$ cat config.mk
export PLATFORM = sky130hd
export DESIGN_NAME = hier_rsp_collector_flat
export DESIGN_NICKNAME = d
export VERILOG_FILES = /design/src/rtl/hier_rsp_collector_pkg.sv /design/src/rtl/hier_rsp_collector_if.sv /design/src/rtl/hier_rsp_collector_fifo.sv /design/src/rtl/hier_rsp_collector.sv /design/src/flat_wrapper.sv
export SDC_FILE = /design/constraint.sdc
export NUM_CORES = 1
export LEC_CHECK = 0
export ABC_AREA = 1
export CAP_MARGIN = 15
export CORE_MARGIN = 2
export CORE_UTILIZATION = 58
export DETAILED_ROUTE_END_ITERATION = 7
export PLACE_DENSITY = 0.87
export SYNTH_ARGS = -nofsm -noshare
export SYNTH_HDL_FRONTEND = slang
export SYNTH_HIERARCHICAL = 1
export SYNTH_SLANG_ARGS = --single-unit
$ cat constraint.sdc
create_clock -name clk -period 7.49 [get_ports clk]
set_input_delay 1.1235 -clock clk [delete_from_list [all_inputs] [get_ports clk]]
set_output_delay 1.1235 -clock clk [all_outputs]
set_load 0.03 [all_outputs]
$ cat src/rtl/hier_rsp_collector_pkg.sv
// hier_rsp_pkg: shared beat layout, default sizes and completion-state encoding.
package hier_rsp_pkg;
  localparam int RSP_NUM_CHILDREN = 5;
  localparam int RSP_DATA_W = 16;
  localparam int RSP_FIFO_DEPTH = 4;
  localparam int RSP_IDX_W = $clog2(RSP_NUM_CHILDREN);
  typedef struct packed {
    logic                 last;
    logic [RSP_IDX_W-1:0] src;
    logic [RSP_DATA_W-1:0] data;
  } rsp_beat_t;
  typedef enum logic [1:0] {IDLE, COLLECT, DONE} collect_state_e;
endpackage

$ cat src/rtl/hier_rsp_collector_if.sv
// hier_rsp_collector_if: child-side and upstream-side signals of one collector node.
interface hier_rsp_collector_if
  import hier_rsp_pkg::*;
#(
  parameter int NUM_CHILDREN = RSP_NUM_CHILDREN,
  parameter int DATA_W = RSP_DATA_W,
  parameter int FIFO_DEPTH = RSP_FIFO_DEPTH
);
  localparam int IDX_W = $clog2(NUM_CHILDREN);
  localparam int LVL_W = $clog2(FIFO_DEPTH) + 1;
  logic [NUM_CHILDREN-1:0]        child_valid;
  logic [NUM_CHILDREN-1:0]        child_last;
  logic [NUM_CHILDREN*DATA_W-1:0] child_data;
  logic [NUM_CHILDREN-1:0]        child_ready;
  logic                           up_valid;
  logic                           up_ready;
  logic [DATA_W-1:0]              up_data;
  logic [IDX_W-1:0]               up_src;
  logic                           up_last;
  logic                           all_done;
  logic [LVL_W-1:0]               fifo_level;
  modport master (
    output child_valid, child_last, child_data, up_ready,
    input  child_ready, up_valid, up_data, up_src, up_last, all_done, fifo_level
  );
  modport slave (
    input  child_valid, child_last, child_data, up_ready,
    output child_ready, up_valid, up_data, up_src, up_last, all_done, fifo_level
  );
endinterface

$ cat src/rtl/hier_rsp_collector_fifo.sv
// hier_rsp_fifo: synchronous FIFO with registered storage; head readable straight from the array.
module hier_rsp_fifo #(
  parameter int W = 8,
  parameter int DEPTH = 4
) (
  input  logic                   clk,
  input  logic                   rst_n,
  input  logic                   push,
  input  logic                   pop,
  input  logic [W-1:0]           din,
  output logic [W-1:0]           dout,
  output logic                   full,
  output logic                   empty,
  output logic [$clog2(DEPTH):0] level
);
  localparam int AW = $clog2(DEPTH);
  logic [W-1:0] mem_q [DEPTH];
  logic [W-1:0] mem_d [DEPTH];
  logic [AW-1:0] wr_ptr_q, wr_ptr_d, rd_ptr_q, rd_ptr_d;
  logic [AW:0] level_q, level_d;
  logic do_push, do_pop;
  assign full = level_q == (AW+1)'(DEPTH);
  assign empty = level_q == '0;
  assign do_push = push && !full;
  assign do_pop = pop && !empty;
  assign dout = mem_q[rd_ptr_q];
  assign level = level_q;
  // Power-of-two depth lets the pointers wrap by plain overflow.
  always_comb begin
    mem_d = mem_q;
    if (do_push) mem_d[wr_ptr_q] = din;
    wr_ptr_d = wr_ptr_q + AW'(do_push);
    rd_ptr_d = rd_ptr_q + AW'(do_pop);
    level_d = level_q + (AW+1)'(do_push) - (AW+1)'(do_pop);
  end
  always_ff @(posedge clk) begin
    if (!rst_n) begin
      wr_ptr_q <= '0;
      rd_ptr_q <= '0;
      level_q <= '0;
    end else begin
      mem_q <= mem_d;
      wr_ptr_q <= wr_ptr_d;
      rd_ptr_q <= rd_ptr_d;
      level_q <= level_d;
    end
  end
endmodule

$ cat src/rtl/hier_rsp_collector.sv
// hier_rsp_collector: round-robin merge of child response streams into one tagged upstream stream,
// with a one-cycle all_done pulse once every child has delivered its last beat.
module hier_rsp_collector
  import hier_rsp_pkg::*;
#(
  parameter int NUM_CHILDREN = RSP_NUM_CHILDREN,
  parameter int DATA_W = RSP_DATA_W,
  parameter int FIFO_DEPTH = RSP_FIFO_DEPTH
) (
  input logic clk,
  input logic rst_n,
  hier_rsp_collector_if.slave b
);
  localparam int IDX_W = $clog2(NUM_CHILDREN);
  localparam int LVL_W = $clog2(FIFO_DEPTH) + 1;
  typedef struct packed {
    logic              last;
    logic [IDX_W-1:0]  src;
    logic [DATA_W-1:0] data;
  } beat_t;
  logic [IDX_W-1:0] rr_ptr_q, rr_ptr_d, grant_idx;
  logic [NUM_CHILDREN-1:0] done_mask_q, done_mask_d;
  collect_state_e state_q, state_d;
  logic grant, full, empty, pop;
  beat_t push_beat, head;
  logic [LVL_W-1:0] level;
  int idx;
  // Grant is withheld when full, even if a pop frees a slot this same cycle.
  always_comb begin
    grant = 1'b0;
    grant_idx = '0;
    idx = 0;
    for (int k = 0; k < NUM_CHILDREN; k++) begin
      idx = (int'(rr_ptr_q) + k) % NUM_CHILDREN;
      if (!grant && rst_n && !full && b.child_valid[idx]) begin
        grant = 1'b1;
        grant_idx = IDX_W'(idx);
      end
    end
  end
  assign rr_ptr_d = grant ? ((grant_idx == IDX_W'(NUM_CHILDREN-1)) ? '0 : grant_idx + 1'b1) : rr_ptr_q;
  assign b.child_ready = grant ? {{(NUM_CHILDREN-1){1'b0}}, 1'b1} << grant_idx : '0;
  assign push_beat = {b.child_last[grant_idx], grant_idx, b.child_data[grant_idx*DATA_W +: DATA_W]};
  assign pop = !empty && b.up_ready;
  assign b.up_valid = !empty;
  assign {b.up_last, b.up_src, b.up_data} = empty ? '0 : head;
  assign b.fifo_level = level;
  hier_rsp_fifo #(.W($bits(beat_t)), .DEPTH(FIFO_DEPTH)) u_fifo (
    .clk(clk),
    .rst_n(rst_n),
    .push(grant),
    .pop(pop),
    .din(push_beat),
    .dout(head),
    .full(full),
    .empty(empty),
    .level(level)
  );
  // A last popped in the DONE cycle already belongs to the next round.
  always_comb begin
    done_mask_d = (state_q == DONE) ? '0 : done_mask_q;
    if (pop && head.last) done_mask_d[head.src] = 1'b1;
  end
  always_comb begin
    state_d = state_q;
    if (state_q == DONE) state_d = IDLE;
    else if (&done_mask_d) state_d = DONE;
    else if (grant || !empty) state_d = COLLECT;
  end
  always_comb begin
    b.all_done = state_q == DONE;
  end
  always_ff @(posedge clk) begin
    if (!rst_n) begin
      state_q <= IDLE;
      done_mask_q <= '0;
      rr_ptr_q <= '0;
    end else begin
      state_q <= state_d;
      done_mask_q <= done_mask_d;
      rr_ptr_q <= rr_ptr_d;
    end
  end
endmodule
$ cat src/flat_wrapper.sv
// flat-port wrapper written by rule: the top's interface ports become plain ports
module hier_rsp_collector_flat import hier_rsp_pkg::*;
#(
  parameter int NUM_CHILDREN = RSP_NUM_CHILDREN,
  parameter int DATA_W = RSP_DATA_W,
  parameter int FIFO_DEPTH = RSP_FIFO_DEPTH
)
  (clk, rst_n, b_child_valid, b_child_last, b_child_data, b_up_ready, b_child_ready, b_up_valid, b_up_data, b_up_src, b_up_last, b_all_done, b_fifo_level);
  hier_rsp_collector_if #(.NUM_CHILDREN(NUM_CHILDREN), .DATA_W(DATA_W), .FIFO_DEPTH(FIFO_DEPTH)) b_i ();
  input logic clk;
  input logic rst_n;
  input wire logic [$bits(b_i.child_valid)-1:0] b_child_valid;
  input wire logic [$bits(b_i.child_last)-1:0] b_child_last;
  input wire logic [$bits(b_i.child_data)-1:0] b_child_data;
  input wire logic [$bits(b_i.up_ready)-1:0] b_up_ready;
  output wire logic [$bits(b_i.child_ready)-1:0] b_child_ready;
  output wire logic [$bits(b_i.up_valid)-1:0] b_up_valid;
  output wire logic [$bits(b_i.up_data)-1:0] b_up_data;
  output wire logic [$bits(b_i.up_src)-1:0] b_up_src;
  output wire logic [$bits(b_i.up_last)-1:0] b_up_last;
  output wire logic [$bits(b_i.all_done)-1:0] b_all_done;
  output wire logic [$bits(b_i.fifo_level)-1:0] b_fifo_level;
  assign b_i.child_valid = b_child_valid;
  assign b_i.child_last = b_child_last;
  assign b_i.child_data = b_child_data;
  assign b_i.up_ready = b_up_ready;
  assign b_child_ready = b_i.child_ready;
  assign b_up_valid = b_i.up_valid;
  assign b_up_data = b_i.up_data;
  assign b_up_src = b_i.up_src;
  assign b_up_last = b_i.up_last;
  assign b_all_done = b_i.all_done;
  assign b_fifo_level = b_i.fifo_level;
  hier_rsp_collector #(.NUM_CHILDREN(NUM_CHILDREN), .DATA_W(DATA_W), .FIFO_DEPTH(FIFO_DEPTH)) u_core (.clk(clk), .rst_n(rst_n), .b(b_i));
endmodule
==> key figures <==
Layout
  – Area delta synth->final: 22.4%
  – Final nets: approximately 1100
  – Finished Layout Cells: about 1100
  – Antenna cells: 0
  – Register Area: about 2700 um2
  – Share of cells above drive strength 1: 8.06%
  – Commonest non-fill, non-tap cells in the layout: nand2_1 (269), clkdlybuf4s50_1 (122), nand3_1 (116)
  – Area of the multi-input gates: 3260 um2
  – Commonest non-fill, non-tap cell in the layout: nand2_1
  – Fin area: roughly 8000 um2
  – Fill count: approximately 860

Global routing
  – Pin count of the biggest net entering global routing: between 40 and 50
  – All-Layer GR Usage: between 20% and 30%
  – First-pass GRT wire length: approximately 27000 um
  – Initial antenna violation count: 0
  – Vias in the first global route: 5678
  – Global route overflow: 0

Detailed routing
  – Post-DRT Antenna Nets: 0
  – WL final: between 15000 and 20000 um
  – DRT iter0 DRCs: 568
  – Vias per cell: approximately 5.5
  – Wire per inst: approximately 15 um
  – Via count: roughly 6200
  – First drt pass iteration count: 5
  – DRC Markers: 0

Hold path
  – Worst min path class: reg -> reg

Setup path
  – Worst R2R Setup Slack: roughly 2.1 ns
  – WS Path Type: reg -> out
  – CP Buf/Inv Count: 9
  – Required time worst endpoint: between 6 and 7 ns
  – CP max stage cell: clkdlybuf4s50_1
  – Startpoint types: flop
  – CP Max Fanout: 24
  – Most used cell, CP: nand2_1
  – Cell family with most CP delay: buffers and inverters
  – Crit path DAT: 5.83 ns
  – Max stage delay on crit path: 0.73 ns
  – CP Capture Type: primary output

STA
  – Final Hold Fails: 0
  – Final Max Slew Viols: 0
  – Worst Tran Pin Value: 0.863 ns
  – Final worst-path cycle share: between 90% and 100%
  – Setup TNS: 0 ns
  – Min Tclk post-route: about 7.0 ns
  – Peak Freq: 144 MHz
  – Clock Skew: ~0.0032 ns
  – Unrepaired setup endpoints after global routing: no
  – Setup-failing EPs final: 0
  – Relative slew slack: between 40 and 50%

Logic synthesis
  – Area contributors post-synth: edfxtp_1 (36%), nand2_1 (15%), nand3_1 (8.8%)
  – Net Count, Synth: 1000
  – Synth Flop Type: edfxtp_1
  – Synthesized instance count: 882
  – Syn Area/Cell: around 7.5 um2
  – Area of the mapped netlist: around 6600 um2
  – Library cells used by synthesis: 41
  – Register bit total from synthesis: 97
  – Asr flop ratio synth: 0%
  – Sequential share of the synthesized area: between 40% and 50%
  – Number of flops mapped to enable cells by yosys: 80
  – Synth top area share: a little over a third
  – Dominant cell type by area after synthesis: edfxtp_1
  – Synth warn: 6

Status
  – Outcome: finished, final reports clean

Placement
  – Placed Area: around 7800 um2
  – DP Wirelength: about 12000 um
  – Port Buffers: about 120
  – Placed Cells: ~1100
  – RePlAce Congestion: a little over 0.9

Floorplan
  – I/O pin total: about 120
  – Die Span X: approximately 110 um
  – Core region area: between 10000 and 15000 um2
  – Core Rows: 39
  – Initial core utilization: approximately three fifths
  – Die Area: 12300 um2
  – Vert. Die Dim: 111 um

Clocking
  – # clock sinks: 97
  – # resized after CTS: 0
  – H-tree levels: 3
  – Clock-pin slew of the registers on the worst-case setup and hold paths: roughly 0.060 ns
  – Clock tree from TritonCTS: yes
  – Post-CTS Hold Buffers: 0
  – Clock Latency Late Sink: roughly 0.34 ns
  – Clock tree buffer depth: 2
  – Setup bufs post-CTS: 0
  – CTS Root Cell: clkbuf_16
  – CTS Buf Count: 9

Power and ir drop
  – Worst VDD drop: 377 uV
  – P_leak: around 3.6 nW
  – Power per Cell Area: approximately 480 nW/um2

Run
  – MaxCap Viol Count: 0
## synth_stat cells (2+ instances only)
library cell and n:
o22ai_1 20, buf_6 6, nand3b_1 2, inv_1 80, nand4_1 8, buf_4 11
nand3_1 116, a22oi_1 3, nand2_2 15, buf_8 2, nor2_2 3, a21oi_1 5
clkbuf_1 4, xor2_1 2, dfxtp_1 17, edfxtp_1 80, nand2_1 269, nor2_1 93
clkbuf_2 2, o21ai_1 41, ha_1 24, nand3_4 2, nor2_4 2, inv_2 10
o21ai_0 15, nand3_2 14, buf_2 13, o21ai_2 3, nor3_1 7, o211ai_1 2
## worst min-delay path, stage by stage, from the launching register on
cell     delay (ns)
dfxtp_1        0.31
nand2_1        0.06
a21oi_1        0.05
## final cells by class
cell class              instances  share of cell area [%]
clock buffers                  10                    2.82
inverters                      91                    4.35
clock inverters                 6                   0.525
flip-flops and latches         97                    33.8
repair inverters                1                  0.0617
multi-input cells             656                    40.2
well taps                     143                    2.21
repair buffers                132                    16.0
## where the power goes
group	internal [W]	total [W]	switching, W
Combinational	0.000753	0.00247	0.00171
Sequential	0.000933	0.000977	0.0000438
Clock	0.000226	0.000414	0.000188
Total	0.00191	0.00386	0.00194
## cell families after synthesis
family	Yosys count	synth area share (%)
AOI/OAI and AO/OA	94	8.14
xor gates and xnor gates	3	0.397
DFF	97	41.4
buffers and inverters	129	9.35
adders and majority gates	25	4.84
and+or+nand+nor	534	35.9
## per-layer routing
metal | wire, um | track usage [%]
met4 | 331 | 8.92
met2 | 7450 | 41.9
met5 | 0 | 0
met1 | 7180 | 38.3
met3 | 1550 | 4.70
## metrics by stage
step | setup WS, ns | util, % | power [W] | hold WS, ns
final | 0.534 | 71.9 | 0.00386 | 0.463
after global routing | 0.0714 | 71.9 | 0.00419 | 0.475
after CTS | 0.554 | 71.9 | 0.00382 | 0.459
after detailed placement | 0.955 | 69.4 | 0.00339 | 0.451
after global placement | 1.05 | 69.4 | 0.00335 | 0.443
after floorplan | 1.97 | - | 0.00278 | 0.436
## state kept, by name, indices dropped and copies added (netlist names)
register,cells
u_core/state_q,2
u_core/done_mask_q,5
u_core/u_fifo/wr_ptr_q,2
u_core/u_fifo/rd_ptr_q,2
u_core/u_fifo/level,3
u_core/rr_ptr_q,3
u_core/u_fifo/mem_q,80
## final timing paths
check | end | start | cells after the start
min | u_core/state_q[1] | u_core/state_q[1] | 2
min reg2reg | u_core/state_q[1] | u_core/state_q[1] | 2
max reg2reg | u_core/u_fifo/mem_q[6] | u_core/rr_ptr_q[0] | 31
max | b_child_ready[3] | u_core/rr_ptr_q[0] | 32
No activity file was read; power rests on OpenSTA's default activity.
